### src/rtl/fts_arb.sv
// Round-robin arbiter that feeds one shared fast-to-slow synchronizer channel.
// Each accepted word is held on tx_data for HOLD fast cycles and flagged by a toggle flip.
module fts_arb #(
    parameter int unsigned N    = 2,
    parameter int unsigned NREQ = 4,
    parameter int unsigned HOLD = 24,
    parameter int unsigned SW   = $clog2(NREQ)
) (
    input  logic                fastclk,
    input  logic                rst_n,
    input  logic [NREQ-1:0]     req_valid,
    input  logic [NREQ*N-1:0]   req_data,
    output logic [NREQ-1:0]     req_ready,
    output logic [N-1:0]        tx_data,
    output logic [SW-1:0]       tx_src,
    output logic                tx_toggle,
    output logic                busy
);

    localparam int unsigned CW = $clog2(HOLD + 1);

    typedef enum logic {
        ST_IDLE,
        ST_HOLD
    } state_t;

    state_t          state;
    state_t          state_nx;
    logic [CW-1:0]   cnt;
    logic [CW-1:0]   cnt_nx;
    logic [SW-1:0]   ptr;
    logic [SW-1:0]   win;
    logic            found;
    logic            accept;

    // Search starts just after the last grant so every requester gets a turn.
    always_comb begin
        logic [SW-1:0] cand;
        found = 1'b0;
        win   = ptr;
        cand  = '0;
        for (int unsigned k = 1; k <= NREQ; k++) begin
            cand = SW'((32'(ptr) + k) % NREQ);
            if (!found && req_valid[cand]) begin
                found = 1'b1;
                win   = cand;
            end
        end
    end

    always_comb begin
        state_nx  = state;
        cnt_nx    = cnt;
        accept    = 1'b0;
        req_ready = '0;
        case (state)
            ST_IDLE: begin
                accept = found && rst_n;
                if (accept) begin
                    req_ready[win] = 1'b1;
                    state_nx       = ST_HOLD;
                    cnt_nx         = CW'(HOLD);
                end
            end
            ST_HOLD: begin
                cnt_nx = cnt - CW'(1);
                if (cnt == CW'(1)) begin
                    state_nx = ST_IDLE;
                end
            end
            default: begin
                state_nx = ST_IDLE;
            end
        endcase
    end

    always_ff @(posedge fastclk or negedge rst_n) begin
        if (!rst_n) begin
            state     <= ST_IDLE;
            cnt       <= '0;
            ptr       <= SW'(NREQ - 1);
            tx_data   <= '0;
            tx_src    <= '0;
            tx_toggle <= 1'b0;
            busy      <= 1'b0;
        end else begin
            state <= state_nx;
            cnt   <= cnt_nx;
            busy  <= (state_nx == ST_HOLD);
            if (accept) begin
                tx_data   <= req_data[win*N +: N];
                tx_src    <= win;
                tx_toggle <= ~tx_toggle;
                ptr       <= win;
            end
        end
    end

endmodule

### config.mk
export PLATFORM = sky130hd
export DESIGN_NAME = fts_arb
export DESIGN_NICKNAME = d
export VERILOG_FILES = /design/src/rtl/fts_arb.sv
export SDC_FILE = /design/constraint.sdc
export NUM_CORES = 1
export LEC_CHECK = 0
export BUFFER_PORTS_ARGS = -buffer_cell sky130_fd_sc_hd__buf_2
export CORE_MARGIN = 4
export CORE_UTILIZATION = 34
export DETAILED_ROUTE_END_ITERATION = 8
export PLACE_DENSITY_LB_ADDON = 0.08
export SETUP_SLACK_MARGIN = 0.4
export SKIP_LAST_GASP = 1
export SLEW_MARGIN = 5
export SYNTH_ARGS = -nofsm -noshare
export SYNTH_HDL_FRONTEND = slang
export SYNTH_SLANG_ARGS = --single-unit
export TNS_END_PERCENT = 20
### constraint.sdc
create_clock -name fastclk -period 2.5 [get_ports fastclk]
set_clock_uncertainty 0.2 [all_clocks]
set_input_delay 0.125 -clock fastclk [delete_from_list [all_inputs] [get_ports fastclk]]
set_output_delay 0.125 -clock fastclk [all_outputs]
set_load 0.01 [all_outputs]
; ---- Word level (Yosys, flattened, before mapping)
; Index checks and enable logic that the tools add are counted.
[word_totals]
regBits = 13
[op_classes]
n_addsub = 5
order_cmp = 6
eq_ne = 2
shifts = 1
n_mux = 26
n_bitwise = 2
reduce_logical = 8
[op_table]
columns = cell, count
row1 = less-than comparator 2 x 3 -> 1 bit (second input constant), 5
row2 = 2-to-1 mux 1 bit, 12
row3 = case mux 5 bit (2 select lines), 1
row4 = binary-select mux 1 bit (select 2 bit), 4
row5 = 2-to-1 mux 2 bit, 4
row6 = 2-to-1 mux 4 bit, 2
row7 = variable part select 8 x 4 -> 2 bit, 1
row8 = == test 5 x 1 -> 1 bit (second input constant), 1
row9 = logical AND 1 bit, 5
row10 = 2-to-1 mux 5 bit, 1
row11 = subtractor 5 x 1 -> 5 bit (second input constant), 1
row12 = adder 2 x 1 -> 2 bit (second input constant), 2
row13 = adder 2 bit (second input constant), 2
row14 = logical NOT 1 bit, 3
row15 = demux 1 bit (select 2 bit), 1
row16 = >= comparator 2 x 1 -> 1 bit (second input constant), 1
row17 = inequality test 2 bit (second input constant), 1
row18 = NOT 1 bit, 2
row19 = case mux 1 bit (2 select lines), 1

; ---- Longest topological paths before layout
; Gate-level depths: netlist of run 1.
[logic_depth]
ltp_word = 19
depth_mapped = 6
ltp_nobuf = 5

; ---- Worst setup path before layout of run 1
; OpenSTA, ideal clock, no wires.
[synth_path]
path_kind = register -> register
start = register ptr[1]
end = register tx_data[0]
setup_ns = 0.123
arrival_ns = 1.723
required_time_ns = 2.177
slack_ns = 0.454
stages_incl_launch_ff = 6
period_less_slack_ns = 2.046
cell_sequence = dfstp_2 buf_6 mux2i_1 a221oi_4 mux2_4 o221a_2
[synth_between]
elab_chain_len = 15
word_cells_on_any_way = 29
cone_classes = add/sub: 4 / shift: 1 / mux: 17 / reduce/logical: 7
[synth_lines]
columns = element, line_no
row1 = from (decl), 31  ; logic [SW-1:0] ptr;
row2 = from (signal assigned), 81  ; ptr <= SW'(NREQ - 1);
row3 = from (signal assigned), 94  ; ptr <= win;
row4 = "parallel branches: the longest is 15 deep, another holds adder 2 x 1 -> 2 bit", -
row5 = to (signal assigned), 91  ; tx_data <= req_data[win*N +: N];
row6 = to (decl), 14  ; output logic [N-1:0] tx_data,
; Parallel ways; which one is timed is not known. The select of a mux whose other input is x is not followed.
; A chain may end at the register's enable or synchronous reset.

; ---- Final worst setup path of run 1
; Same ends and word-level chain as after synthesis.

==> results of run 1 <==
synth_stat cells:
| cell type | count | area, sq um |
|---|---|---|
| nand2b_1 | 4 | 25.0 |
| a21boi_0 | 1 | 7.51 |
| o21a_1 | 1 | 7.51 |
| nand2_1 | 7 | 26.3 |
| inv_1 | 5 | 18.8 |
| o41ai_1 | 1 | 8.76 |
| a22o_1 | 1 | 8.76 |
| a211oi_1 | 1 | 7.51 |
| mux2_2 | 1 | 11.3 |
| a221oi_4 | 1 | 26.3 |
| xnor2_1 | 1 | 8.76 |
| and2_1 | 1 | 6.26 |
| nand3_1 | 1 | 5.00 |
| o221a_2 | 2 | 22.5 |
| nor2_1 | 6 | 22.5 |
| a21o_1 | 3 | 22.5 |
| mux2i_1 | 4 | 40.0 |
| dfstp_2 | 2 | 52.6 |
| ha_1 | 2 | 25.0 |
| mux2_4 | 2 | 30.0 |
| o21ai_0 | 2 | 10.0 |
| dfrtp_1 | 11 | 275 |
| nor3_1 | 4 | 20.0 |
| buf_6 | 1 | 11.3 |
| nor3b_1 | 2 | 15.0 |
| a21oi_1 | 2 | 10.0 |
| nor4b_1 | 1 | 8.76 |
| a31o_1 | 1 | 8.76 |
through the flow:
| step | cell area (sq um) | instances | hold WS (ns) |
|---|---|---|---|
| floorplan | 742 | 71 | -0.371 |
| global placement | 895 | 122 | -0.0854 |
| detailed placement | 895 | 122 | -0.0982 |
| global route | 958 | 129 | 0.0203 |
| CTS | 946 | 129 | 0.0221 |
| finish | 958 | 129 | 0.0234 |
kinds of logic (layout without fill, tap and decap cells):
logic type                 Yosys count  after routing
xor gates and xnor gates             1              1
buffers and inverters                6             37
AOI/OAI and AO/OA                   16             16
muxes                                7              7
and+or+nand+nor                     26             26
adders and majority gates            2              2
DFF                                 13             13
layout make-up:
type                       count  area (sq um)  share of cell area, %
inverter                       5          18.8                   1.96
sequential                    13           328                   34.2
tap                           27          33.8                   3.52
timing repair buffer          28           155                   16.2
multi-input combinational     52           397                   41.4
clock buffer                   4          26.3                   2.74
power groups by stage:
| stage | logic, mW | clock network [mW] | registers, mW |
|---|---|---|---|
| after floorplan | 0.311 | 0 | 0.410 |
| after global routing | 0.498 | 0.151 | 0.426 |
| after CTS | 0.447 | 0.134 | 0.409 |
| after global placement | 0.417 | 0 | 0.412 |
| after detailed placement | 0.426 | 0 | 0.413 |
| final | 0.448 | 0.129 | 0.408 |
what timing repair did:
action | 4_1_cts | 5_1_grt
buffers inserted | 2 | 0
setup endpoints to repair | 6 | 6
hold buffers | 1 | 0
resized for setup | 0 | 3
pin swaps | 1 | 3
hold endpoints to repair | 13 | 0
sequential cells by signal, summed over array words and instances (netlist names):
signal and cells:
state 1, tx_toggle 1, tx_data 2, ptr 2
tx_src 2, cnt 5
layer usage:
| layer | vias up | track usage (%) | wire length (um) |
|---|---|---|---|
| met2 | 16 | 19.3 | 737 |
| li1 | 318 | - | - |
| met5 | - | 0 | 0 |
| met4 | 0 | 2.49 | 14 |
| met1 | 300 | 16.9 | 716 |
| met3 | 2 | 4.63 | 111 |
worst register-to-register path, cell delays in order (launching register included):
cell and delay [ns]:
dfstp_2 0.60, mux2i_1 0.12, a221oi_4 0.31, buf_4 0.20, mux2_4 0.30, o221a_2 0.22
worst paths after layout:
kind / start / endpoint / slack, ns / cells past startpoint
max: ptr[1] / tx_data[0] / 0.44 / 5
min: req_data[7] / tx_data[1] / 0.02 / 4
max reg2reg: ptr[1] / tx_data[0] / 0.44 / 5
min reg2reg: tx_toggle / tx_toggle / 0.27 / 1
max in group asynchronous: rst_n / ptr[0] / 1.72 / 3
min in group asynchronous: rst_n / state / 0.14 / 3
==> results.yml, run 1 <==
yosys:
  yosys.area_share.simple_pct: 17.4
  syn_area_sq_um: 742
  yosysWarnings: 0
  synth_mux_area_share_pct: 11.0
  synth_compound_area_share_pct: 18.9
  synth_xor_area_share_pct: 1.18
  yosysSeqAreaShare_pct: 44.2
  postSynthAreaPerCell_sq_um: 10.5
  synth_seq_cells: 13
  synth_top_family_by_area: "compound AO/OA/AOI/OAI gates"
  syn_nets: 87
  yosysUniqueCellTypes: 28
  syn_inst: 71
  synthAdderAreaFrac_pct: 3.37
clock_network:
  cts.clk_slew.worst_paths_ns: 0.08
  clock_path_buffers: 2
  cts_max_level: 1
  cts.sinks: 13
  clock_latency_ns: 0.27
  cts_made_buffers: 3
  root_buffer: "clkbuf_4"
  cts_tree: "built"
power:
  p_switching_mw: 0.357
  p_leak_nw: 0.474
  p_clk_share_pct: 13.1
  pwr-share-comb_pct: 45.5
  power.density_nw_per_um2: 1030
  vdd_drop_max_uv: 485
  power_switching_share_pct: 36.3
  total_power_mw: 0.985
  p_seq_share_pct: 41.4
  internal_power_mw: 0.628
cells_and_area:
  area_growth_pct: 29.2
  final_common_cell: "buf_2"
  drive_gt1_share_pct: 40.2
  finish.utilization_pct: 47.4
  diodes: 0
  layout_common_cells: "23 x buf_2, 11 x dfrtp_1, 7 x nand2_1"
  nets: 119
  fillers: 199
run:
  maxCapViolations: 0
timing:
  hold_violations: 0
  final_max_slew_viol_count: 0
  tightest_slew_ns: 0.570
  fmax_ghz: 0.487
  finalSetupTns_ns: 0
  setup_ws_ns: 0.445
  finalCritPeriodShare_pct: 82.2
  min_period_ns: 2.06
  rsz0062_at_grt: "yes"
  maxSlewHeadroom_pct: 61.5
  finalSetupViolations: 0
route:
  ant_nets: 0
  via_per_inst: 4.93
  dr.pass1.iters: 4
  drtIter0Drc: 3
  vias: 636
  drc: 0
  wire_per_inst_um: 12.2
  finalWirelength_mm: 1.58
global_route:
  grt_usage_pct: 12.6
  grt_start_max_net_pins: 14
  grt_pass1_wl_mm: 2.67
  grt_overflow: 0
  antenna_found_initial: 0
  grt_pass1_vias: 616
setup_path:
  cp.buffers_inverters: 1
  critPathMaxStageDelay_ns: 0.60
  critPathLaunchType: "flop"
  path_cells: "mux2i_1, a221oi_4, buf_4, mux2_4, o221a_2"
  crit_arrival_ns: 2.02
  crit_family: "flip-flops"
  path_max_fanout: 7
  slowest_stage: "dfstp_2"
  path_class: "flop to flop"
  required_ns: 2.46
  endpoint_kind: "flop"
die:
  pin_count: 24
  die_area_sq_um: 2990
  dieWidth_um: 54.7
  start_util_pct: 36.7
  coreArea_sq_um: 2020
  rows: 16
  die_h_um: 54.7
hold_path:
  hp-class: "input port to flop"
placement:
  place_ws_ns: 0.365
  hpwl_mm: 1.30
  gp_congestion: 0.748
  io_buffers: 23
outcome:
  status: "completed"
(Power assumes the default switching activity.)
==> run 2: changes to the inputs <==
--- a/config.mk
+++ b/config.mk
@@ -5,6 +5,7 @@
 export SDC_FILE = /design/constraint.sdc
 export NUM_CORES = 1
 export LEC_CHECK = 0
+export ABC_AREA = 1
 export BUFFER_PORTS_ARGS = -buffer_cell sky130_fd_sc_hd__buf_2
 export CORE_MARGIN = 4
 export CORE_UTILIZATION = 34
==> constraint.sdc (replaced) <==
create_clock -name fastclk -period 2 [get_ports fastclk]
set_clock_uncertainty 0.2 [all_clocks]
set_input_delay 0.1 -clock fastclk [delete_from_list [all_inputs] [get_ports fastclk]]
set_output_delay 0.1 -clock fastclk [all_outputs]
set_load 0.01 [all_outputs]
==> results.yml, run 2 <==
yosys:
  yosysUniqueCellTypes: 25
  synth_async_sr_flop_share_pct: 100
  postSynthAreaPerCell_sq_um: 7.36
  synth_xor_area_share_pct: 0.895
  synth_seq_cells: 13
  yosys.area_share.simple_pct: 48.6
  synth_area_leader_cell: "dfrtp_1"
  yosys_most_used_dff: "dfrtp_1"
  synthTopCellsByArea: "dfrtp_1 28%, nand2_1 14%, nand3_1 11%"
  syn_inst: 133
  yosysWarnings: 0
  synth_edf_count: 0
  synthAdderAreaFrac_pct: 2.56
  syn_nets: 149
  yosysSeqAreaShare_pct: 33.5
  synthTopCellsByCount: "37 x nand2_1, 22 x nand3_1, 16 x nand2_2"
  synth_top_area_share_pct: 28.1
  synth_most_common_cell: "nand2_1"
  synth_top_family_by_area: "simple AND/OR/NAND/NOR gates"
  synth_compound_area_share_pct: 6.52
  syn_area_sq_um: 978
  synth_mux_area_share_pct: 0
timing:
  rsz0062_at_grt: "yes"
  tightest_slew_ns: 0.374
  finalSetupViolations: 9
  fmax_ghz: 0.449
  min_period_ns: 2.23
  finalSetupTns_ns: -1.18
  setup_ws_ns: -0.228
  hold_violations: 0
  final_max_slew_viol_count: 0
  maxSlewHeadroom_pct: 75.1
  finalCritPeriodShare_pct: 111
setup_path:
  crit_family: "flip-flops"
  critPathLaunchType: "flop"
  slowest_stage: "dfstp_2"
  path_cells: "inv_8, nand2_1, nand2_2, nand2_2, nand2_4, inv_6, nand3_4, nand3_1, nand2_2, nor2_2, buf_2"
  path_max_fanout: 8
  critPathMaxStageDelay_ns: 0.69
  endpoint_kind: "output port"
  path_class: "flop to output port"
  cp.buffers_inverters: 3
  crit_path_frequent_cell: "nand2_2"
  crit_arrival_ns: 1.93
  r2r_slack_ns: -0.09
  required_ns: 1.70
die:
  rows: 19
  pin_count: 24
  dieWidth_um: 61.6
  start_util_pct: 35.5
  die_area_sq_um: 3800
  die_h_um: 61.6
  coreArea_sq_um: 2760
route:
  via_per_inst: 4.83
  drc: 0
  vias: 994
  drtIter0Drc: 38
  finalWirelength_mm: 2.49
  dr.pass1.iters: 5
  wire_per_inst_um: 12.1
  ant_nets: 0
power:
  vdd_drop_max_uv: 1160
  power.density_nw_per_um2: 1890
  p_leak_nw: 0.760
clock_network:
  cts.clk_slew.worst_paths_ns: 0.07
  clock_latency_ns: 0.27
  clock_path_buffers: 2
  root_buffer: "clkbuf_4"
  cts_made_buffers: 3
  cts_tree: "built"
  cts.sinks: 13
  cts_max_level: 1
hold_path:
  hp-class: "input port to flop"
global_route:
  grt_usage_pct: 14.3
  grt_overflow: 0
  grt_pass1_vias: 966
  antenna_found_initial: 0
  grt_pass1_wl_mm: 4.10
  grt_start_max_net_pins: 14
run:
  maxCapViolations: 0
cells_and_area:
  final_common_cell: "nand2_1"
  area_growth_pct: 48.5
  nets: 192
  finish.utilization_pct: 52.7
  largest_reg_flops: 5
  top_register: "cnt"
  drive_gt1_share_pct: 52.0
  fillers: 262
  diodes: 0
  layout_common_cells: "27 x nand2_1, 22 x buf_2, 16 x nand3_1"
outcome:
  status: "finished with violations"
  violations: "negative setup slack"
placement:
  io_buffers: 23
  gp_congestion: 0.803
  hpwl_mm: 1.76
[run 2: cell count changes after synthesis, moves of 3 or more]
cell,delta
nand2_1,+30
nand2_4,+4
nand3_1,+21
mux2i_1,-4
a21o_1,-3
nand2_2,+16
nand2b_1,-4
inv_1,+3
nor3_1,-3
[run 2: timing repair]
action                                 4_1_cts  5_1_grt
setup endpoints to repair                   17       17
pin swaps                                   16       13
hold buffers                                 3        0
endpoints found under the hold margin       14        0
gates resized for setup                     23       10
setup buffers                                9        3
[run 2: final cells by class]
| type | count | area [sq um] | area share, % |
|---|---|---|---|
| multi-input combinational | 105 | 736 | 50.6 |
| clock buffer | 4 | 26.3 | 1.81 |
| timing repair buffer | 40 | 260 | 17.9 |
| inverter | 13 | 63.8 | 4.39 |
| sequential | 13 | 328 | 22.6 |
| tap | 31 | 38.8 | 2.67 |
[run 2: worst reg2reg max path, stage by stage, from the launching register on]
cell     delay (ns)
dfstp_2        0.69
buf_6          0.15
nand2_4        0.05
nand2_4        0.08
nand2_2        0.07
nand2_4        0.08
nand2_4        0.08
nand2_4        0.10
nand2_4        0.07
buf_4          0.14
nand3_1        0.06
nand3_1        0.08
nand3_1        0.08
nand2_1        0.05
[run 2: stage by stage]
step | area (sq um) | power [mW] | cells | hold slack (ns) | setup slack, ns
after floorplan | 1000 | 1.68 | 133 | -0.396 | 0.223
after global placement | 1160 | 1.96 | 187 | -0.0934 | 0.0425
after detailed placement | 1160 | 1.98 | 187 | -0.0942 | 0.0118
after CTS | 1390 | 2.62 | 203 | 0.000417 | -0.197
after global routing | 1450 | 3.01 | 206 | 0.0297 | -0.345
final | 1450 | 2.75 | 206 | 0.0119 | -0.228
[run 2: cells by family (layout without fill, tap and decap cells)]
| group | count (synthesis) | in the layout |
|---|---|---|
| simple gates | 92 | 92 |
| flops | 13 | 13 |
| compound gates | 10 | 10 |
| xor+xnor | 1 | 1 |
| fa+ha+maj | 2 | 2 |
| buf+inv | 15 | 57 |
[run 2: worst paths after layout]
path | from | endpoint | cells after the start
max in group asynchronous | rst_n | ptr[1] | 3
min | rst_n | cnt[1] | 4
max | ptr[0] | req_ready[2] | 11
max reg2reg | ptr[0] | tx_data[1] | 13
min in group asynchronous | rst_n | state | 3
min reg2reg | tx_data[1] | tx_data[1] | 2
[run 2: routing by layer]
| layer | track usage [%] | vias to the layer above | wire (um) |
|---|---|---|---|
| met5 | 0 | - | 0 |
| met2 | 26.2 | 19 | 1380 |
| met1 | 16.8 | 453 | 1020 |
| met3 | 1.26 | 2 | 82 |
| met4 | 6.36 | 0 | 9 |
| li1 | - | 520 | - |
[run 2: power by group]
part / internal [mW] / switching (mW)
Clock: 0.0772 / 0.0787
Sequential: 0.408 / 0.136
Combinational: 0.838 / 1.21
==> run 3: changes to the inputs <==
--- a/config.mk
+++ b/config.mk
@@ -7,8 +7,8 @@
 export LEC_CHECK = 0
 export ABC_AREA = 1
 export BUFFER_PORTS_ARGS = -buffer_cell sky130_fd_sc_hd__buf_2
-export CORE_MARGIN = 4
-export CORE_UTILIZATION = 34
+export CORE_MARGIN = 3
+export CORE_UTILIZATION = 38
 export DETAILED_ROUTE_END_ITERATION = 8
 export PLACE_DENSITY_LB_ADDON = 0.08
 export SETUP_SLACK_MARGIN = 0.4
==> results.yml, run 3 (synthesis gave the netlist of run 2 again) <==
timing:
  rsz0062_at_grt: "yes"
  fmax_ghz: 0.436
  min_period_ns: 2.29
  finalSetupViolations: 7
  hold_violations: 0
  final_max_slew_viol_count: 0
  maxSlewHeadroom_pct: 75.6
  finalCritPeriodShare_pct: 115
  tightest_slew_ns: 0.366
  setup_ws_ns: -0.292
route:
  drc: 0
  vias: 1008
  drtIter0Drc: 32
  wire_per_inst_um: 12.6
  finalWirelength_mm: 2.54
  dr.pass1.iters: 4
  ant_nets: 0
  via_per_inst: 5.01
setup_path:
  r2r_slack_ns: -0.13
  endpoint_kind: "output port"
  required_ns: 1.70
  path_max_fanout: 7
  path_class: "flop to output port"
  critPathLaunchType: "flop"
  crit_arrival_ns: 1.99
power:
  power.density_nw_per_um2: 1920
  p_leak_nw: 0.754
  total_power_mw: 2.82
  vdd_drop_max_uv: 1350
hold_path:
  hp-class: "input port to flop"
cells_and_area:
  stdcell_count: 201
  diodes: 0
  layout_common_cells: "27 x nand2_1, 21 x buf_2, 16 x nand2_2"
  final_common_cell: "nand2_1"
  final_area_sq_um: 1470
  drive_gt1_share_pct: 52.6
  largest_reg_flops: 5
  fillers: 202
  area_growth_pct: 50.4
  nets: 190
  top_register: "cnt"
placement:
  hpwl_mm: 1.72
  placed_area_sq_um: 1140
  gp_congestion: 0.825
  place_ws_ns: -0.0197
  io_buffers: 23
  dp.cells: 183
die:
  start_util_pct: 42.2
  die_area_sq_um: 3220
  rows: 17
  coreArea_sq_um: 2320
  dieWidth_um: 56.7
  die_h_um: 56.7
  pin_count: 24
global_route:
  grt_pass1_wl_mm: 4.37
  grt_pass1_vias: 1020
  grt_start_max_net_pins: 14
  antenna_found_initial: 0
  grt_overflow: 0
  grt_usage_pct: 16.9
clock_network:
  cts.clk_slew.worst_paths_ns: 0.08
  cts_max_level: 1
  cts_made_buffers: 3
  cts_tree: "built"
  root_buffer: "clkbuf_4"
  clock_latency_ns: 0.28
  clock_path_buffers: 2
  cts.sinks: 13
outcome:
  violations: "negative setup slack"
  status: "finished with violations"
run:
  maxCapViolations: 0
-- run 3: stage by stage --
stage	utilization (%)	hold slack (ns)	setup TNS, ns
floorplan	-	-0.396	0
global placement	49.4	-0.0933	-0.0312
detailed placement	49.4	-0.0877	-0.0197
CTS	57.6	0.00256	-1.06
global route	63.5	0.0123	-3.13
finish	63.5	0.00970	-1.42
-- run 3: worst max-delay path: stages (launching register included) --
cell     delay [ns]
dfstp_2        0.68
buf_6          0.15
nand2_4        0.05
nand2_4        0.09
nand2_4        0.07
nand2_8        0.11
inv_8          0.05
nand3_4        0.07
inv_2          0.05
nand2_1        0.06
nand2_2        0.09
nor2_2         0.11
buf_2          0.13
-- run 3: per-layer routing --
layer	share of wire (%)	global-route usage, %	up-vias	wire (um)
li1	-	-	511	-
met1	47	22.5	460	1200
met5	0	0	-	0
met4	0.79	4.30	0	20
met3	6.6	4.83	5	168
met2	45	26.7	32	1150
-- run 3: layout make-up --
class	instances	area, sq um	area share, %
Multi-Input combinational cell	105	764	52.0
Sequential cell	13	328	22.3
Timing Repair Buffer	38	251	17.1
Inverter	13	66.3	4.51
Tap cell	28	35.0	2.38
Clock buffer	4	26.3	1.79
-- run 3: timing repair --
| action | 4_1_cts | 5_1_grt |
|---|---|---|
| resized for setup | 17 | 23 |
| pin swaps | 13 | 14 |
| hold buffers | 3 | 0 |
| buffers inserted | 7 | 4 |
| setup endpoints to repair | 17 | 17 |
| endpoints found under the hold margin | 14 | 0 |
-- run 3: power by group --
group          total [mW]  internal, mW  switching [mW]  leakage (nW)
Sequential          0.551         0.408           0.143         0.148
Combinational        2.10         0.832            1.27         0.591
Clock               0.167        0.0774          0.0898        0.0150
Total                2.82          1.32            1.50         0.754
-- run 3: path summary, 6_finish.rpt --
check | from | end | cells after the start
min in group asynchronous | rst_n | tx_data[0] | 3
max | ptr[0] | req_ready[3] | 12
min reg2reg | tx_src[0] | tx_src[0] | 2
min | rst_n | cnt[1] | 4
max reg2reg | ptr[0] | tx_data[0] | 13
max in group asynchronous | rst_n | ptr[0] | 3
